[config.mk]
export PLATFORM = sky130hd
export DESIGN_NAME = e310_spi_arbiter_flat
export DESIGN_NICKNAME = d
export VERILOG_FILES = /design/src/rtl/e310_spi_arbiter_pkg.sv /design/src/rtl/e310_spi_arbiter_if.sv /design/src/rtl/e310_spi_arbiter_rr_pick.sv /design/src/rtl/e310_spi_arbiter.sv /design/src/flat_wrapper.sv
export SDC_FILE = /design/constraint.sdc
export NUM_CORES = 1
export LEC_CHECK = 0
export ABC_AREA = 0
export CAP_MARGIN = 25
export CORE_UTILIZATION = 40
export DETAILED_ROUTE_END_ITERATION = 7
export SYNTH_ARGS = -nofsm -noshare
export SYNTH_HDL_FRONTEND = slang
export SYNTH_SLANG_ARGS = --single-unit
[constraint.sdc]
create_clock -name bus_clk -period 5.1 [get_ports bus_clk]
set_input_delay 1.275 -clock bus_clk [delete_from_list [all_inputs] [get_ports bus_clk]]
set_output_delay 1.275 -clock bus_clk [all_outputs]
set_load 0.005 [all_outputs]
[src/rtl/e310_spi_arbiter_pkg.sv]
// Shared E310 core definitions used by the AD9361 SPI bus arbiter:
// FSM state encoding, counter widths and default timing constants.
package e310_core_pkg;

  typedef enum logic [1:0] {
    ST_IDLE = 2'd0,
    ST_OWN  = 2'd1,
    ST_GAP  = 2'd2
  } arb_state_e;

  localparam int unsigned CONFLICT_W     = 16;
  localparam int unsigned TIMEOUT_W      = 20;
  localparam int unsigned GAP_W          = 8;
  localparam int unsigned GAP_CYCLES_DEF = 4;
  localparam logic [TIMEOUT_W-1:0] TIMEOUT_CYCLES_DEF = 20'd1000000;

  // Requester index width for 2..4 masters.
  function automatic int unsigned idx_width(input int unsigned n);
    return (n > 2) ? 2 : 1;
  endfunction

endpackage

[src/rtl/e310_spi_arbiter_if.sv]
// Request/grant handshake and SPI bus signals between the db_control
// masters, the arbiter and the AD9361 pins.
interface e310_spi_arbiter_if #(
  parameter int unsigned NUM_REQ = 2
);
  import e310_core_pkg::*;

  logic [NUM_REQ-1:0]    req;
  logic [NUM_REQ-1:0]    gnt;
  logic [NUM_REQ-1:0]    sen_in;
  logic [NUM_REQ-1:0]    sclk_in;
  logic [NUM_REQ-1:0]    mosi_in;
  logic [NUM_REQ-1:0]    miso_out;
  logic                  spi_sen;
  logic                  spi_sclk;
  logic                  spi_mosi;
  logic                  spi_miso;
  logic                  busy;
  logic                  timeout_stb;
  logic [CONFLICT_W-1:0] conflict_count;

  modport slave (
    input  req, sen_in, sclk_in, mosi_in, spi_miso,
    output gnt, miso_out, spi_sen, spi_sclk, spi_mosi, busy, timeout_stb,
           conflict_count
  );

  modport master (
    output req, sen_in, sclk_in, mosi_in, spi_miso,
    input  gnt, miso_out, spi_sen, spi_sclk, spi_mosi, busy, timeout_stb,
           conflict_count
  );

endinterface

[src/rtl/e310_spi_arbiter_rr_pick.sv]
// Combinational round-robin selector: the first request strictly above the
// last owner wins, wrapping around to index 0.
module rr_pick
  import e310_core_pkg::*;
#(
  parameter int unsigned NUM_REQ = 2,
  parameter int unsigned IDX_W   = idx_width(NUM_REQ)
) (
  input  logic [NUM_REQ-1:0] req,
  input  logic [IDX_W-1:0]   last,
  output logic [NUM_REQ-1:0] winner,
  output logic               valid
);

  // Two passes (above last, then wrap) avoid a modulo in the search.
  always_comb begin
    winner = '0;
    valid  = 1'b0;
    for (int unsigned i = 0; i < NUM_REQ; i++) begin
      if (!valid && (i > 32'(last)) && req[i]) begin
        winner[i] = 1'b1;
        valid     = 1'b1;
      end
    end
    for (int unsigned i = 0; i < NUM_REQ; i++) begin
      if (!valid && (i <= 32'(last)) && req[i]) begin
        winner[i] = 1'b1;
        valid     = 1'b1;
      end
    end
  end

endmodule

[src/rtl/e310_spi_arbiter.sv]
// AD9361 SPI bus arbiter: round-robin grant held for a whole transaction,
// enforced inter-transaction gap, stuck-owner timeout and violation counter.
module e310_spi_arbiter
  import e310_core_pkg::*;
#(
  parameter int unsigned          NUM_REQ        = 2,
  parameter int unsigned          GAP_CYCLES     = GAP_CYCLES_DEF,
  parameter logic [TIMEOUT_W-1:0] TIMEOUT_CYCLES = TIMEOUT_CYCLES_DEF
) (
  input  logic                bus_clk,
  input  logic                bus_rst,
  e310_spi_arbiter_if.slave   bus
);

  localparam int unsigned IDX_W = idx_width(NUM_REQ);

  arb_state_e            state_q, state_d;
  logic [NUM_REQ-1:0]    gnt_q, gnt_d;
  logic [IDX_W-1:0]      last_q, last_d;
  logic [NUM_REQ-1:0]    lockout_q, lockout_d;
  logic [TIMEOUT_W-1:0]  tcnt_q, tcnt_d;
  logic [GAP_W-1:0]      gap_cnt_q, gap_cnt_d;
  logic                  spi_sen_q, spi_sen_d;
  logic                  spi_sclk_q, spi_sclk_d;
  logic                  spi_mosi_q, spi_mosi_d;
  logic [CONFLICT_W-1:0] conflict_q, conflict_d;

  logic [NUM_REQ-1:0]    eligible;
  logic [NUM_REQ-1:0]    pick_onehot;
  logic                  pick_valid;
  logic [IDX_W-1:0]      pick_idx;
  logic                  timeout_hit;
  logic                  violation;

  assign eligible = bus.req & ~lockout_q;

  rr_pick #(
    .NUM_REQ (NUM_REQ),
    .IDX_W   (IDX_W)
  ) u_rr_pick (
    .req    (eligible),
    .last   (last_q),
    .winner (pick_onehot),
    .valid  (pick_valid)
  );

  always_comb begin
    pick_idx = '0;
    for (int unsigned i = 0; i < NUM_REQ; i++) begin
      if (pick_onehot[i]) pick_idx = IDX_W'(i);
    end
  end

  always_comb begin
    state_d     = state_q;
    gnt_d       = gnt_q;
    last_d      = last_q;
    lockout_d   = lockout_q & bus.req;
    tcnt_d      = tcnt_q;
    gap_cnt_d   = gap_cnt_q;
    spi_sen_d   = 1'b1;
    spi_sclk_d  = 1'b0;
    spi_mosi_d  = 1'b0;
    timeout_hit = 1'b0;

    unique case (state_q)
      ST_IDLE: begin
        if (pick_valid) begin
          state_d = ST_OWN;
          gnt_d   = pick_onehot;
          last_d  = pick_idx;
          tcnt_d  = '0;
        end
      end
      ST_OWN: begin
        // last_q holds the current owner for the whole OWN period.
        timeout_hit = (TIMEOUT_CYCLES != '0) && (tcnt_q == TIMEOUT_CYCLES);
        if (timeout_hit) begin
          state_d           = ST_GAP;
          gnt_d             = '0;
          gap_cnt_d         = '0;
          lockout_d[last_q] = 1'b1;
        end else if (!bus.req[last_q] && bus.sen_in[last_q]) begin
          state_d   = ST_GAP;
          gnt_d     = '0;
          gap_cnt_d = '0;
        end else begin
          spi_sen_d  = bus.sen_in[last_q];
          spi_sclk_d = bus.sclk_in[last_q];
          spi_mosi_d = bus.mosi_in[last_q];
          tcnt_d     = tcnt_q + 1'b1;
        end
      end
      ST_GAP: begin
        if (gap_cnt_q == GAP_W'(GAP_CYCLES - 1)) begin
          state_d = ST_IDLE;
        end else begin
          gap_cnt_d = gap_cnt_q + 1'b1;
        end
      end
      default: begin
        state_d = ST_IDLE;
        gnt_d   = '0;
      end
    endcase
  end

  // One increment per offending cycle regardless of how many masters offend.
  always_comb begin
    violation  = |(~bus.sen_in & ~gnt_q);
    conflict_d = conflict_q;
    if (violation && (conflict_q != '1)) conflict_d = conflict_q + 1'b1;
  end

  always_ff @(posedge bus_clk) begin
    if (bus_rst) begin
      state_q    <= ST_IDLE;
      gnt_q      <= '0;
      last_q     <= IDX_W'(NUM_REQ - 1);
      lockout_q  <= '0;
      tcnt_q     <= '0;
      gap_cnt_q  <= '0;
      spi_sen_q  <= 1'b1;
      spi_sclk_q <= 1'b0;
      spi_mosi_q <= 1'b0;
      conflict_q <= '0;
    end else begin
      state_q    <= state_d;
      gnt_q      <= gnt_d;
      last_q     <= last_d;
      lockout_q  <= lockout_d;
      tcnt_q     <= tcnt_d;
      gap_cnt_q  <= gap_cnt_d;
      spi_sen_q  <= spi_sen_d;
      spi_sclk_q <= spi_sclk_d;
      spi_mosi_q <= spi_mosi_d;
      conflict_q <= conflict_d;
    end
  end

  assign bus.gnt            = gnt_q;
  assign bus.miso_out       = gnt_q & {NUM_REQ{bus.spi_miso}};
  assign bus.spi_sen        = spi_sen_q;
  assign bus.spi_sclk       = spi_sclk_q;
  assign bus.spi_mosi       = spi_mosi_q;
  assign bus.busy           = (state_q != ST_IDLE);
  assign bus.timeout_stb    = timeout_hit;
  assign bus.conflict_count = conflict_q;

endmodule
[src/flat_wrapper.sv]
// flat-port wrapper written by rule: the top's interface ports become plain ports
module e310_spi_arbiter_flat import e310_core_pkg::*;
#(
  parameter int unsigned          NUM_REQ        = 2,
  parameter int unsigned          GAP_CYCLES     = GAP_CYCLES_DEF,
  parameter logic [TIMEOUT_W-1:0] TIMEOUT_CYCLES = TIMEOUT_CYCLES_DEF
)
  (bus_clk, bus_rst, bus_req, bus_sen_in, bus_sclk_in, bus_mosi_in, bus_spi_miso, bus_gnt, bus_miso_out, bus_spi_sen, bus_spi_sclk, bus_spi_mosi, bus_busy, bus_timeout_stb, bus_conflict_count);
  e310_spi_arbiter_if #(.NUM_REQ(NUM_REQ)) bus_i ();
  input  logic bus_clk;
  input  logic bus_rst;
  input wire logic [$bits(bus_i.req)-1:0] bus_req;
  input wire logic [$bits(bus_i.sen_in)-1:0] bus_sen_in;
  input wire logic [$bits(bus_i.sclk_in)-1:0] bus_sclk_in;
  input wire logic [$bits(bus_i.mosi_in)-1:0] bus_mosi_in;
  input wire logic [$bits(bus_i.spi_miso)-1:0] bus_spi_miso;
  output wire logic [$bits(bus_i.gnt)-1:0] bus_gnt;
  output wire logic [$bits(bus_i.miso_out)-1:0] bus_miso_out;
  output wire logic [$bits(bus_i.spi_sen)-1:0] bus_spi_sen;
  output wire logic [$bits(bus_i.spi_sclk)-1:0] bus_spi_sclk;
  output wire logic [$bits(bus_i.spi_mosi)-1:0] bus_spi_mosi;
  output wire logic [$bits(bus_i.busy)-1:0] bus_busy;
  output wire logic [$bits(bus_i.timeout_stb)-1:0] bus_timeout_stb;
  output wire logic [$bits(bus_i.conflict_count)-1:0] bus_conflict_count;
  assign bus_i.req = bus_req;
  assign bus_i.sen_in = bus_sen_in;
  assign bus_i.sclk_in = bus_sclk_in;
  assign bus_i.mosi_in = bus_mosi_in;
  assign bus_i.spi_miso = bus_spi_miso;
  assign bus_gnt = bus_i.gnt;
  assign bus_miso_out = bus_i.miso_out;
  assign bus_spi_sen = bus_i.spi_sen;
  assign bus_spi_sclk = bus_i.spi_sclk;
  assign bus_spi_mosi = bus_i.spi_mosi;
  assign bus_busy = bus_i.busy;
  assign bus_timeout_stb = bus_i.timeout_stb;
  assign bus_conflict_count = bus_i.conflict_count;
  e310_spi_arbiter #(.NUM_REQ(NUM_REQ), .GAP_CYCLES(GAP_CYCLES), .TIMEOUT_CYCLES(TIMEOUT_CYCLES)) u_core (.bus_clk(bus_clk), .bus_rst(bus_rst), .bus(bus_i));
endmodule
==> results summary <==
The net switching power figure is 0.247 mW. The worst path uses 72.0% of the clock period. The average instance in the mapped netlist occupies between 8 and 9 µm².

The count of unique library cells instantiated by Yosys is 60. The overall track demand over capacity in global routing came out at 18.8%. The number of buffers and inverters on the critical path came out at 1.

The initial core utilization came out at 41.3%. The logic gate share of total power came out at between 10% and 20%. 36 I/O pins were placed. The fraction of layout cells with a size suffix above 1 is 7.82%.

After synthesis, flip-flops and latches occupy around two fifths of the total area. The floorplan step defined a core boundary enclosing 6790 µm². Once detail routing completed, the nets flagged for antenna violations numbered 0.

The relative max-transition margin came out at 43.3%. The TritonCTS clock tree is built. The maximum cell stage delay along the critical path is ~610 ps.

The filler cell count in the final layout came out at between 600 and 700. The cell chosen for the clock root is sky130_fd_sc_hd__clkbuf_8. The floorplan row count came out at 30. The synthesized area is 2810 µm².

The average wire length per cell after detail routing came out at roughly 15 µm. The number of nets in the final layout is 372. The clock insertion delay at the later pin of the skew report came out at 310 ps. The number of antenna violations at the first check in global routing came out at 0. The power per cell area is 257 nW/µm². For this run, the detailed router's first-pass iteration total came to 4. The iteration-0 DRC count of the detailed router came out at 125. Entering global routing, the biggest net connects 44 pins.

The total via count in the routed design came out at 2,579. The count of H-tree levels built during CTS came out at 2. The max-slew violation total from the final report is 0. Dividing the detail-routed via count by the number of cells gives ~5.7. The final-report hold violation count came to 0. Derived from the worst setup path, the maximum achievable clock frequency is 0.272 GHz.

The synthesized design contains 0 enable-type register cells. The post-synthesis register bit count is 54. The run finished with clean final reports. After legalization and detailed placement, the total HPWL measured 4.49 mm. In this run the vertical extent of the chip is 85.8 µm. The post-CTS repair timing setup buffer count came out at 0. The slew at the pin closest to its max-slew limit is 845 ps. The data arrival time of the worst path is 2400 ps. Sequential cells burn 52.7% of the power. Counting every sink on the clock net gives 54.

The warning count from the yosys run is 0. Synthesis produced a netlist with a net count of 344. The tightest min-delay check is of the flip-flop to flip-flop type. After clock tree synthesis, the flow added hold-fix buffers numbering 0.

The floorplan die width came out at between 80 and 90 µm. The floorplan step defined a die boundary enclosing around 7400 µm². The number of antenna cells inserted came out at 0.

The switching share of total power came out at 29.1%. Across all setup checks in the final design, the least slack found is roughly 1400 ps. Gates resized during post-CTS repair numbered 0. The post-place setup slack came out at 1460 ps. TritonCTS created 5 clock buffers. The count of mapped cells out of synthesis came out at 329.

The data required time of the critical path came out at 3830 ps. The wire length of the first global-routing pass came out at about 11 mm. In this run the tool buffered the top-level ports with 35 buffer cells. The share of synthesized flip-flops with an asynchronous set or reset is 0%. The critical-path maximum fanout is 8. The final critical path time including I/O delays and setup came out at 3670 ps. The final routed wirelength across all metal layers is around 6.6 mm.

The via count of the first global-routing pass came out at 2,323. The total negative setup slack came out at 0 ps. The share of total power dissipated in the clock network is 29.3%. The critical path goes through nor4b_1, nand3_1, nor3_1, clkdlybuf4s50_1. The maximum clock skew at final layout is between 10 and 15 ps. The max capacitance violation total is 0. The worst voltage drop across the vdd grid came out at 131 µV. The final number of setup-violating endpoints came out at 0. The largest individual stage delay along the critical path comes from the cell sky130_fd_sc_hd__clkdlybuf4s50_1. The worst setup path is captured at a primary output. The routability-driven placement congestion ratio is 0.773. In this design, the largest share of critical-path delay is due to simple AND/OR/NAND/NOR gates. The top flip-flop cell by instance count after synthesis is sky130_fd_sc_hd__dfxtp_1. The DRC violation count after routing is 0. The leakage power came out at 1.07 nW.

The final global-route overflow total came out at 0. Setup repair after global routing left no endpoint under its margin. Clock-pin slew was measured on the worst setup and hold paths at 100 ps.

The relative area change from synthesis to final layout came out at 17.8%. The clock passes through at most 2 buffers. The cell-internal power is 0.601 mW. The worst setup path is of the flip-flop to primary output kind. The worst setup path is launched from a flip-flop.
## state kept, by name, summed over array words and instances (netlist names)
| register | count |
|---|---|
| u_core.gap_cnt_q | 8 |
| u_core.bus.conflict_count | 16 |
| u_core.bus.spi_sclk | 1 |
| u_core.bus.gnt | 2 |
| u_core.state_q | 2 |
| u_core.lockout_q | 2 |
| u_core.last_q | 1 |
| u_core.tcnt_q | 20 |
| u_core.bus.spi_mosi | 1 |
| u_core.bus.spi_sen | 1 |
## placed cells by master (no fill, tap or decap), types with 9 or more instances in the layout
| cell | n |
|---|---|
| sky130_fd_sc_hd__nor2_1 | 27 |
| sky130_fd_sc_hd__inv_1 | 11 |
| sky130_fd_sc_hd__a21oi_1 | 25 |
| sky130_fd_sc_hd__a311oi_1 | 9 |
| sky130_fd_sc_hd__clkdlybuf4s50_1 | 35 |
| sky130_fd_sc_hd__o21ai_0 | 16 |
| sky130_fd_sc_hd__nand3_1 | 19 |
| sky130_fd_sc_hd__dfxtp_1 | 54 |
| sky130_fd_sc_hd__nand2_1 | 28 |
## tightest hold or removal path, delay by kind of cell (launching register included)
| family | cells | cell delay, ps |
|---|---|---|
| flip-flops | 1 | 320 |
| AND/OR/NAND/NOR | 1 | 50 |
| AO/OA/AOI/OAI | 1 | 50 |
## cell type report
cell class	instances	area [µm²]	area share (%)
clock inverters	1	5.00	0.151
repair buffers	37	365	11.1
well taps	96	120	3.63
flip-flops and latches	54	1080	32.7
inverters	11	41.3	1.25
clock buffers	7	86.3	2.61
multi-input cells	248	1610	48.6
## kinds of logic after synthesis
logic type,share of synthesized area [%]
flip-flops,38.5
XOR/XNOR,2.18
AND/OR/NAND/NOR,27.5
AO/OA/AOI/OAI,23.9
buffers and inverters,4.24
adder cells (fa/ha/maj),1.78
multiplexers,1.83
## metal layers
layer  part of all wire (%)  wire [µm]  GRT usage, %
met1                     48       3150          25.6
met2                     47       3130          30.9
met5                      0          0             0
met4                   0.92         61          5.00
met3                    4.4        289          2.89
## cell usage after synthesis, types with 2 or more instances
cell type,count,area share [%]
sky130_fd_sc_hd__nor4b_1,6,1.9
sky130_fd_sc_hd__nor2b_1,4,0.89
sky130_fd_sc_hd__and3_1,7,1.6
sky130_fd_sc_hd__o31ai_1,4,1.1
sky130_fd_sc_hd__nand2_1,28,3.7
sky130_fd_sc_hd__o21ai_1,2,0.36
sky130_fd_sc_hd__xor2_1,2,0.62
sky130_fd_sc_hd__nor2_1,27,3.6
sky130_fd_sc_hd__nand3_1,19,3.4
sky130_fd_sc_hd__a21oi_1,25,4.5
sky130_fd_sc_hd__and2_1,3,0.67
sky130_fd_sc_hd__a311oi_1,9,2.8
sky130_fd_sc_hd__a41oi_1,2,0.62
sky130_fd_sc_hd__ha_1,4,1.8
sky130_fd_sc_hd__a211oi_2,3,1.3
sky130_fd_sc_hd__nand4_1,8,1.8
sky130_fd_sc_hd__inv_1,11,1.5
sky130_fd_sc_hd__or4_1,8,2.1
sky130_fd_sc_hd__nor3_1,5,0.89
sky130_fd_sc_hd__mux2i_1,4,1.4
sky130_fd_sc_hd__dfxtp_1,54,39
sky130_fd_sc_hd__a32o_1,4,1.4
sky130_fd_sc_hd__o22ai_1,3,0.67
sky130_fd_sc_hd__or2_2,2,0.45
sky130_fd_sc_hd__xnor2_1,5,1.6
sky130_fd_sc_hd__nand2b_1,5,1.1
sky130_fd_sc_hd__o21ai_0,16,2.9
sky130_fd_sc_hd__a22oi_1,4,1.1
sky130_fd_sc_hd__clkbuf_1,7,0.94
sky130_fd_sc_hd__buf_4,3,0.80
sky130_fd_sc_hd__and4_1,3,0.94
sky130_fd_sc_hd__nor4_1,4,0.89
sky130_fd_sc_hd__buf_2,4,0.71
sky130_fd_sc_hd__a31o_2,2,0.62
sky130_fd_sc_hd__or3_1,5,1.1
sky130_fd_sc_hd__o211ai_1,3,0.80
## through the flow
stage / hold WS (ps) / area [µm²] / power (mW) / instances / util [%]
final: 465 / 3310 / 0.848 / 454 / 48.7
after global routing: 501 / 3310 / 0.891 / 454 / 48.7
after CTS: 466 / 3310 / 0.858 / 454 / 48.7
after detailed placement: 452 / 3210 / 0.609 / 446 / 47.3
after global placement: 445 / 3210 / 0.607 / 446 / 47.3
after floorplan: 437 / 2810 / 0.554 / 329 / -
## final timing paths
path                                                startpoint                        endpoint  slack, ps  cells after the start
worst max register to register  u_core.state_q[0]$_SDFFE_PP0P_   u_core.bus.spi_sen$_SDFF_PP1_       2730                      5
worst min-delay path            u_core.lockout_q[1]$_SDFF_PP0_  u_core.lockout_q[1]$_SDFF_PP0_        470                      2
worst min register to register  u_core.lockout_q[1]$_SDFF_PP0_  u_core.lockout_q[1]$_SDFF_PP0_        470                      2
worst max-delay path             u_core.tcnt_q[2]$_SDFFE_PP0P_                 bus_timeout_stb       1430                      4
## power by group through the flow
stage	Combinational [mW]	Sequential (mW)	Clock [mW]
final	0.152	0.447	0.249
after detailed placement	0.152	0.457	0
after floorplan	0.102	0.452	0
after global placement	0.150	0.457	0
after global routing	0.168	0.450	0.273
after CTS	0.153	0.447	0.257
Power figures use the tool's default switching activity.
